===== config.mk =====
export PLATFORM = sky130hd
export DESIGN_NAME = weight_dma_nch_flat
export DESIGN_NICKNAME = d
export VERILOG_FILES = /design/src/rtl/wdma_pkg.sv /design/src/rtl/weight_dma_nch_if.sv /design/src/rtl/wdma_tag_pipe.sv /design/src/rtl/weight_dma_nch.sv /design/src/flat_wrapper.sv
export SDC_FILE = /design/constraint.sdc
export NUM_CORES = 1
export LEC_CHECK = 0
export CORE_UTILIZATION = 45
export DETAILED_ROUTE_END_ITERATION = 10
export PLACE_DENSITY_LB_ADDON = 0.08
export SLEW_MARGIN = 10
export SYNTH_ARGS = -nofsm -noshare
export SYNTH_HDL_FRONTEND = slang
export SYNTH_SLANG_ARGS = --single-unit

===== constraint.sdc =====
create_clock -name i_clk -period 3.7 [get_ports i_clk]
set_clock_uncertainty 0.05 [all_clocks]
set_input_delay 0.74 -clock i_clk [delete_from_list [all_inputs] [get_ports i_clk]]
set_output_delay 0.74 -clock i_clk [all_outputs]
set_load 0.05 [all_outputs]

===== src/rtl/wdma_pkg.sv =====
`default_nettype none
// ==== wdma_pkg : shared types and sizing helpers for the weight DMA ==== rev 1.0 ====

package wdma_pkg;

  typedef enum logic [1:0] {
    IDLE  = 2'd0,
    ISSUE = 2'd1,
    DRAIN = 2'd2
  } wdma_state_e;

  localparam int WDMA_DRAIN_W = 3;

  // Bank 0 is the conv bank, the FC banks follow it.
  function automatic int wdma_nb(input int num_fc);
    return num_fc + 1;
  endfunction

  function automatic int wdma_sel_w(input int nb);
    return (nb > 1) ? $clog2(nb) : 1;
  endfunction

endpackage

`default_nettype wire


===== src/rtl/weight_dma_nch_if.sv =====
`default_nettype none
// ==== weight_dma_nch_if : control, source-read and bank-write bus of the weight DMA ==== rev 1.0 ====
// WDMA_CHECKSUM_EN adds o_checksum to the bus.

interface weight_dma_nch_if #(
  parameter int DW = 16,
  parameter int AW = 16,
  parameter int LW = 16,
  parameter int NB = 5
);

  logic          i_dma_start;
  logic          i_abort;
  logic [AW-1:0] i_src_base;
  logic [LW-1:0] i_conv_len;
  logic [LW-1:0] i_fc_len;
  logic          o_src_rd;
  logic [AW-1:0] o_src_addr;
  logic [DW-1:0] i_src_data;
  logic          o_wr_en;
  logic [NB-1:0] o_wr_bank;
  logic [AW-1:0] o_wr_addr;
  logic [DW-1:0] o_wr_data;
  logic          o_busy;
  logic          o_done;
`ifdef WDMA_CHECKSUM_EN
  logic [DW-1:0] o_checksum;

  modport slave (
    input  i_dma_start, i_abort, i_src_base, i_conv_len, i_fc_len, i_src_data,
    output o_src_rd, o_src_addr, o_wr_en, o_wr_bank, o_wr_addr, o_wr_data,
    output o_busy, o_done, o_checksum
  );

  modport master (
    output i_dma_start, i_abort, i_src_base, i_conv_len, i_fc_len, i_src_data,
    input  o_src_rd, o_src_addr, o_wr_en, o_wr_bank, o_wr_addr, o_wr_data,
    input  o_busy, o_done, o_checksum
  );
`else
  modport slave (
    input  i_dma_start, i_abort, i_src_base, i_conv_len, i_fc_len, i_src_data,
    output o_src_rd, o_src_addr, o_wr_en, o_wr_bank, o_wr_addr, o_wr_data,
    output o_busy, o_done
  );

  modport master (
    output i_dma_start, i_abort, i_src_base, i_conv_len, i_fc_len, i_src_data,
    input  o_src_rd, o_src_addr, o_wr_en, o_wr_bank, o_wr_addr, o_wr_data,
    input  o_busy, o_done
  );
`endif

endinterface

`default_nettype wire


===== src/rtl/wdma_tag_pipe.sv =====
`default_nettype none
// ==== wdma_tag_pipe : DEPTH-stage valid+tag delay line matching source read latency ==== rev 1.0 ====

module wdma_tag_pipe #(
  parameter int DEPTH = 1,
  parameter int TW    = 8
) (
  input  logic          clk_i,
  input  logic          rst_ni,
  input  logic          flush_i,
  input  logic          in_vld_i,
  input  logic [TW-1:0] in_tag_i,
  output logic          out_vld_o,
  output logic [TW-1:0] out_tag_o
);

  for (genvar i = 0; i < DEPTH; i++) begin : g_stage
    logic          vld_q;
    logic [TW-1:0] tag_q;
    logic          w_vld_in;
    logic [TW-1:0] w_tag_in;

    if (i == 0) begin : g_head
      assign w_vld_in = in_vld_i;
      assign w_tag_in = in_tag_i;
    end else begin : g_link
      assign w_vld_in = g_stage[i-1].vld_q;
      assign w_tag_in = g_stage[i-1].tag_q;
    end

    always_ff @(posedge clk_i or negedge rst_ni) begin
      if (!rst_ni) begin
        vld_q <= 1'b0;
        tag_q <= '0;
      end else if (flush_i) begin
        vld_q <= 1'b0;
        tag_q <= '0;
      end else begin
        vld_q <= w_vld_in;
        tag_q <= w_tag_in;
      end
    end
  end

  assign out_vld_o = g_stage[DEPTH-1].vld_q;
  assign out_tag_o = g_stage[DEPTH-1].tag_q;

endmodule

`default_nettype wire


===== src/rtl/weight_dma_nch.sv =====
`default_nettype none
// ==== weight_dma_nch : streams a weight image into one conv bank and NUM_FC FC banks ==== rev 1.0 ====
// Optional WDMA_CHECKSUM_EN adds a modulo-2^DW running sum of all written words.

module weight_dma_nch
  import wdma_pkg::*;
#(
  parameter int DW     = 16,
  parameter int AW     = 16,
  parameter int LW     = 16,
  parameter int NUM_FC = 4,
  parameter int RD_LAT = 1
) (
  input  logic            i_clk,
  input  logic            i_rst_n,
  weight_dma_nch_if.slave bus
);

  localparam int NB = wdma_nb(NUM_FC);
  localparam int SW = wdma_sel_w(NB);
  localparam int TW = NB + AW;

  typedef struct packed {
    logic [NB-1:0] bank;
    logic [AW-1:0] addr;
  } tag_t;

  wdma_state_e             state_q;
  logic [LW-1:0]           conv_len_q;
  logic [LW-1:0]           fc_len_q;
  logic [LW-1:0]           widx_q;
  logic [SW-1:0]           seg_q;
  logic [WDMA_DRAIN_W-1:0] drain_q;
  logic                    src_rd_q;
  logic [AW-1:0]           src_addr_q;
  logic                    busy_q;
  logic                    done_q;

  logic [LW-1:0] w_seg_len;
  logic          w_seg_last;
  logic          w_next_seg;
  logic          w_start;
  logic          w_flush;
  logic          w_wr_vld;
  tag_t          w_rd_tag;
  tag_t          w_wr_tag;
  logic [DW-1:0] w_wr_data;

  assign w_seg_len  = (seg_q == '0) ? conv_len_q : fc_len_q;
  assign w_seg_last = (widx_q == w_seg_len - LW'(1));
  // All FC segments share one length, so the only possible successor is seg_q+1.
  assign w_next_seg = (fc_len_q != '0) && (seg_q < SW'(NUM_FC));
  assign w_start    = (state_q == IDLE) && bus.i_dma_start && !bus.i_abort;
  assign w_flush    = bus.i_abort && (state_q != IDLE);

  assign w_rd_tag.bank = NB'(1) << seg_q;
  assign w_rd_tag.addr = AW'(widx_q);

  wdma_tag_pipe #(
    .DEPTH (RD_LAT),
    .TW    (TW)
  ) u_tag_pipe (
    .clk_i     (i_clk),
    .rst_ni    (i_rst_n),
    .flush_i   (w_flush),
    .in_vld_i  (src_rd_q),
    .in_tag_i  (w_rd_tag),
    .out_vld_o (w_wr_vld),
    .out_tag_o (w_wr_tag)
  );

  always_ff @(posedge i_clk or negedge i_rst_n) begin
    if (!i_rst_n) begin
      state_q    <= IDLE;
      conv_len_q <= '0;
      fc_len_q   <= '0;
      widx_q     <= '0;
      seg_q      <= '0;
      drain_q    <= '0;
      src_rd_q   <= 1'b0;
      src_addr_q <= '0;
      busy_q     <= 1'b0;
      done_q     <= 1'b0;
    end else begin
      case (state_q)
        IDLE: begin
          // The first read goes out on the start edge itself.
          if (w_start) begin
            conv_len_q <= bus.i_conv_len;
            fc_len_q   <= bus.i_fc_len;
            widx_q     <= '0;
            src_addr_q <= bus.i_src_base;
            seg_q      <= (bus.i_conv_len != '0) ? SW'(0) : SW'(1);
            if ((bus.i_conv_len != '0) || (bus.i_fc_len != '0)) begin
              state_q  <= ISSUE;
              busy_q   <= 1'b1;
              src_rd_q <= 1'b1;
              done_q   <= 1'b0;
            end else begin
              done_q   <= 1'b1;
            end
          end
        end
        ISSUE: begin
          if (bus.i_abort) begin
            state_q  <= IDLE;
            src_rd_q <= 1'b0;
            busy_q   <= 1'b0;
            done_q   <= 1'b0;
          end else if (!w_seg_last) begin
            widx_q     <= widx_q + LW'(1);
            src_addr_q <= src_addr_q + AW'(1);
          end else if (w_next_seg) begin
            seg_q      <= seg_q + SW'(1);
            widx_q     <= '0;
            src_addr_q <= src_addr_q + AW'(1);
          end else begin
            state_q  <= DRAIN;
            src_rd_q <= 1'b0;
            drain_q  <= WDMA_DRAIN_W'(RD_LAT - 1);
          end
        end
        DRAIN: begin
          if (bus.i_abort) begin
            state_q <= IDLE;
            busy_q  <= 1'b0;
            done_q  <= 1'b0;
          end else if (drain_q == '0) begin
            state_q <= IDLE;
            busy_q  <= 1'b0;
            done_q  <= 1'b1;
          end else begin
            drain_q <= drain_q - WDMA_DRAIN_W'(1);
          end
        end
        default: state_q <= IDLE;
      endcase
    end
  end

  assign w_wr_data      = bus.i_src_data;
  assign bus.o_src_rd   = src_rd_q;
  assign bus.o_src_addr = src_addr_q;
  assign bus.o_wr_en    = w_wr_vld;
  assign bus.o_wr_bank  = w_wr_vld ? w_wr_tag.bank : '0;
  assign bus.o_wr_addr  = w_wr_vld ? w_wr_tag.addr : '0;
  assign bus.o_wr_data  = w_wr_data;
  assign bus.o_busy     = busy_q;
  assign bus.o_done     = done_q;

`ifdef WDMA_CHECKSUM_EN
  logic [DW-1:0] csum_q;

  always_ff @(posedge i_clk or negedge i_rst_n) begin
    if (!i_rst_n) begin
      csum_q <= '0;
    end else if (w_start) begin
      csum_q <= '0;
    end else if (w_wr_vld) begin
      csum_q <= csum_q + w_wr_data;
    end
  end

  assign bus.o_checksum = csum_q;
`endif

endmodule

`default_nettype wire


===== src/flat_wrapper.sv =====
// flat-port wrapper written by rule: the top's interface ports become plain ports
module weight_dma_nch_flat import wdma_pkg::*;
#(
  parameter int DW     = 16,
  parameter int AW     = 16,
  parameter int LW     = 16,
  parameter int NUM_FC = 4,
  parameter int RD_LAT = 1
)
  (i_clk, i_rst_n, bus_i_dma_start, bus_i_abort, bus_i_src_base, bus_i_conv_len, bus_i_fc_len, bus_i_src_data, bus_o_src_rd, bus_o_src_addr, bus_o_wr_en, bus_o_wr_bank, bus_o_wr_addr, bus_o_wr_data, bus_o_busy, bus_o_done);
  weight_dma_nch_if #(.DW(DW), .AW(AW), .LW(LW), .NB((NUM_FC + 1))) bus_i ();
  input  logic i_clk;
  input  logic i_rst_n;
  input wire logic [$bits(bus_i.i_dma_start)-1:0] bus_i_dma_start;
  input wire logic [$bits(bus_i.i_abort)-1:0] bus_i_abort;
  input wire logic [$bits(bus_i.i_src_base)-1:0] bus_i_src_base;
  input wire logic [$bits(bus_i.i_conv_len)-1:0] bus_i_conv_len;
  input wire logic [$bits(bus_i.i_fc_len)-1:0] bus_i_fc_len;
  input wire logic [$bits(bus_i.i_src_data)-1:0] bus_i_src_data;
  output wire logic [$bits(bus_i.o_src_rd)-1:0] bus_o_src_rd;
  output wire logic [$bits(bus_i.o_src_addr)-1:0] bus_o_src_addr;
  output wire logic [$bits(bus_i.o_wr_en)-1:0] bus_o_wr_en;
  output wire logic [$bits(bus_i.o_wr_bank)-1:0] bus_o_wr_bank;
  output wire logic [$bits(bus_i.o_wr_addr)-1:0] bus_o_wr_addr;
  output wire logic [$bits(bus_i.o_wr_data)-1:0] bus_o_wr_data;
  output wire logic [$bits(bus_i.o_busy)-1:0] bus_o_busy;
  output wire logic [$bits(bus_i.o_done)-1:0] bus_o_done;
  assign bus_i.i_dma_start = bus_i_dma_start;
  assign bus_i.i_abort = bus_i_abort;
  assign bus_i.i_src_base = bus_i_src_base;
  assign bus_i.i_conv_len = bus_i_conv_len;
  assign bus_i.i_fc_len = bus_i_fc_len;
  assign bus_i.i_src_data = bus_i_src_data;
  assign bus_o_src_rd = bus_i.o_src_rd;
  assign bus_o_src_addr = bus_i.o_src_addr;
  assign bus_o_wr_en = bus_i.o_wr_en;
  assign bus_o_wr_bank = bus_i.o_wr_bank;
  assign bus_o_wr_addr = bus_i.o_wr_addr;
  assign bus_o_wr_data = bus_i.o_wr_data;
  assign bus_o_busy = bus_i.o_busy;
  assign bus_o_done = bus_i.o_done;
  weight_dma_nch #(.DW(DW), .AW(AW), .LW(LW), .NUM_FC(NUM_FC), .RD_LAT(RD_LAT)) u_core (.i_clk(i_clk), .i_rst_n(i_rst_n), .bus(bus_i));
endmodule

==> key figures <==
Status
  • Outcome: completed

Timing
  • Fin. Hold Viols: 0
  • Min Tclk post-route: 3520 ps
  • Fmax: 0.284 GHz
  • Worst Tran Pin Value: 606 ps
  • RSZ-0062 raised after global routing: no
  • Setup TNS: 0 ps
  • Slew Viols, Final: 0
  • Tcrit/Tclk final: 0.951
  • Worst rel slew slack: 0.596
  • Final setup fails: 0

Synthesis
  • Post-synthesis cell count: 576
  • Synthesized area: 0.00584 mm^2
  • Ys async rst share: 1.00
  • Most frequent cell after synthesis: dfrtp_1
  • Number of synthesized flops with an enable pin: 0
  • Yosys reg bits: 97
  • Synth cell count leaders: 97 x dfrtp_1, 44 x nor2_1, 41 x and2_1
  • Syn. warnings: 0
  • Post-synth top area cell: dfrtp_1
  • Largest cells by area after synthesis: dfrtp_1 42%, mux2_2 6.7%, mux2i_1 6.0%
  • Post-synthesis sequential area ratio: 0.416
  • Synth Flop Type: dfrtp_1
  • Cell variety after synth: 63
  • Mean area per synthesized cell: 10.1 um^2
  • Net Count, Synth: 658
  • Area share of the largest cell type after synthesis: 0.416

Setup path
  • CP Launch Type: flip-flop
  • Crit path kind: flip-flop to flip-flop
  • Worst Path Required: 3930 ps
  • Crit-path slowest cell: or4_1
  • Arr. time, crit path: 3750 ps
  • Buffers & Inverters on Critical Path: 3
  • Slowest Stage Delay on Critical Path: 500 ps
  • Crit end category: flip-flop
  • Worst path top cell family by delay: simple AND/OR/NAND/NOR gates
  • Crit path cell chain: inv_1 > ha_4 > nor2b_4 > buf_12 > mux2_2 > and3_1 > or2_2 > a31o_2 > nand4b_1 > o21ai_4 > clkbuf_16 > or4_1 > a21oi_1
  • Crit-path max FO: 22

Clock tree
  • CTS Buffer Depth: 2
  • Worst-Skew Late Latency: 350 ps
  • CTS sink count: 97
  • CTS tree: yes
  • H-tree Lvls: 3
  • TritonCTS buffer count: 9
  • CTS clk-pin slew, worst paths: 60 ps
  • Root buffer cell: clkbuf_16

Pwr
  • Clk pwr share: 0.159
  • NetSw: 0.00263 W
  • Total power draw: 0.00609 W
  • Internal power: 0.00346 W
  • Flop pwr share: 0.303
  • Maximum VDD drop: 0.000351 V
  • P per Cell Area: 836 mW/mm^2
  • Leakage: 3.09 nW
  • Part of the power in combinational logic: 0.538
  • Sw Share: 0.431

Finish
  • Fillers: 1,161
  • Util after Layout: 0.577
  • Share of layout cells above drive strength 1: 0.147
  • FF/Latch Area: 0.00243 mm^2
  • Final instance area: 0.00728 mm^2
  • Footprint of the multi-input gates: 0.00316 mm^2
  • N_diodes: 0
  • Layout Nets: 742
  • Area growth syn-to-layout: 24.6%
  • Non-filler cells, final: 837

Drt
  • Remaining antenna violation count after routing: 0
  • Initial DRC Count: 242
  • Final wirelength: 13.8 mm
  • First-pass DRT Iterations: 4
  • Post-route DRC: 0
  • DR vias/cell: 5.55
  • Mean routed wirelength per cell: 16.5 um
  • DR vias: 4,644

Job
  • Max-cap viol count: 0

Floorplanning
  • # IOs: 125
  • Die height: 116 um
  • Total die area: 0.0134 mm^2
  • Die X-Extent: 116 um
  • CORE AREA: 0.0126 mm^2
  • Initial Util: 0.463
  • Site row count: 41

Placement
  • GPL Wtd Cong: 0.817
  • HPWL Detailed: 10.5 mm
  • IO buf count: 92
  • Area after DPL: 0.00685 mm^2
  • Placed insts: 815

Global routing
  • Met3 global-route usage: 0.0382
  • Number of antenna violations at the first check in global routing: 0
  • Most used routing layer: met2
  • Global-route wire length before repair: 22.3 mm
  • Number of global-route vias before repair: 4,393
  • GR Util All Layers: 0.217
  • Grt ovf: 0
  • Routing usage on met1: 0.297
  • Met2 global-route usage: 0.341
  • Largest net degree at the start of global routing: 45

Worst hold path
  • Worst min path class: primary input to async pin
==> worst reg2reg max path, cell delays in order (launching register included) <==
cell	delay (ps)
dfrtp_1	410
inv_1	150
ha_4	180
nor2b_4	240
buf_12	180
mux2_2	370
and3_1	200
or2_2	290
a31o_2	260
nand4b_1	170
o21ai_4	100
clkbuf_16	210
or4_1	500
a21oi_1	150
==> kinds of logic (layout without fill, tap and decap cells) <==
kind of cell,count (synthesis),after routing,share of synthesized area
multiplexers,72,72,0.132
AO/OA/AOI/OAI,96,96,0.119
XOR/XNOR,21,21,0.0338
adder cells (fa/ha/maj),14,14,0.0300
flip-flops,97,97,0.416
AND/OR/NAND/NOR,222,222,0.214
buffers and inverters,54,143,0.0550
==> through the flow <==
step / setup slack (ps) / hold WS, ps
2_1_floorplan: 5.05 / 394
6_report: 181 / 311
5_1_grt: 8.48 / 347
3_5_place_dp: -86.1 / 441
3_3_place_gp: 169 / 420
4_1_cts: 31.4 / 325
==> cell usage in the layout (no fill, tap or decap), types with 4 or more instances in the layout <==
cell type,n
buf_4,19
clkdlybuf4s50_1,91
nand3_1,22
nor2b_1,4
mux2i_1,32
o21ai_0,21
clkbuf_16,10
nor4_1,10
a21oi_1,26
mux2i_2,4
nand4_1,6
ha_1,12
and3_1,18
inv_1,13
o32ai_1,9
nand2_1,26
o31ai_1,9
nand3b_1,4
or4_1,5
mux2_2,35
and2_1,41
xnor2_1,12
or3_1,13
dfrtp_1,97
a32oi_1,5
nor3_1,11
xor2_1,8
nor2_1,44
==> final cells by class <==
cell class	instances	area share
Tap cell	172	0.0296
Sequential cell	97	0.334
Timing Repair Buffer	113	0.154
Clock inverter	2	0.00481
Clock buffer	14	0.0376
Multi-Input combinational cell	425	0.434
Inverter	14	0.00722
==> per-layer routing <==
metal | wire, um | share of wire
met5 | 0 | 0
met4 | 293 | 0.021
met3 | 685 | 0.050
met2 | 6420 | 0.47
met1 | 6390 | 0.46
==> power by group through the flow <==
stage / clock network (W) / registers (W) / logic (W)
finish: 0.000969 / 0.00184 / 0.00328
global route: 0.00104 / 0.00190 / 0.00356
CTS: 0.000984 / 0.00183 / 0.00314
detailed placement: 0 / 0.00185 / 0.00310
global placement: 0 / 0.00183 / 0.00304
floorplan: 0 / 0.00202 / 0.00213
==> timing repair <==
action                     in CTS  in global routing
gates cloned                    0                  1
buffers inserted                0                  5
pin swaps                       0                  5
resized for setup               3                  7
hold buffers                    0                  0
setup endpoints to repair      27                 39
hold endpoints to repair        0                  0
==> registers in the layout, indices dropped and copies added (netlist names) <==
register,flops
u_core.bus.o_done,1
u_core.bus.o_busy,1
u_core.u_tag_pipe.out_vld_o,1
u_core.seg_q,3
u_core.bus.o_src_rd,1
u_core.widx_q,16
u_core.state_q,2
u_core.drain_q,3
u_core.conv_len_q,16
u_core.fc_len_q,16
u_core.u_tag_pipe.out_tag_o,21
u_core.bus.o_src_addr,16
==> path summary, 6_finish.rpt <==
check | startpoint | end | slack [ps] | cells past startpoint
max in group asynchronous | i_rst_n | u_core.conv_len_q[10]$_DFFE_PN0P_ | 2460 | 2
max reg2reg | u_core.seg_q[0]$_DFFE_PN0P_ | u_core.widx_q[14]$_DFFE_PN0P_ | 180 | 13
min | i_rst_n | u_core.u_tag_pipe.out_tag_o[20]$_DFF_PN0_ | 310 | 1
min in group i_clk | u_core.bus.o_busy$_DFFE_PN0P_ | u_core.bus.o_busy$_DFFE_PN0P_ | 450 | 2
min reg2reg | u_core.bus.o_busy$_DFFE_PN0P_ | u_core.bus.o_busy$_DFFE_PN0P_ | 450 | 2
max | u_core.seg_q[0]$_DFFE_PN0P_ | u_core.widx_q[14]$_DFFE_PN0P_ | 180 | 13
Power figures use the tool's default switching activity.
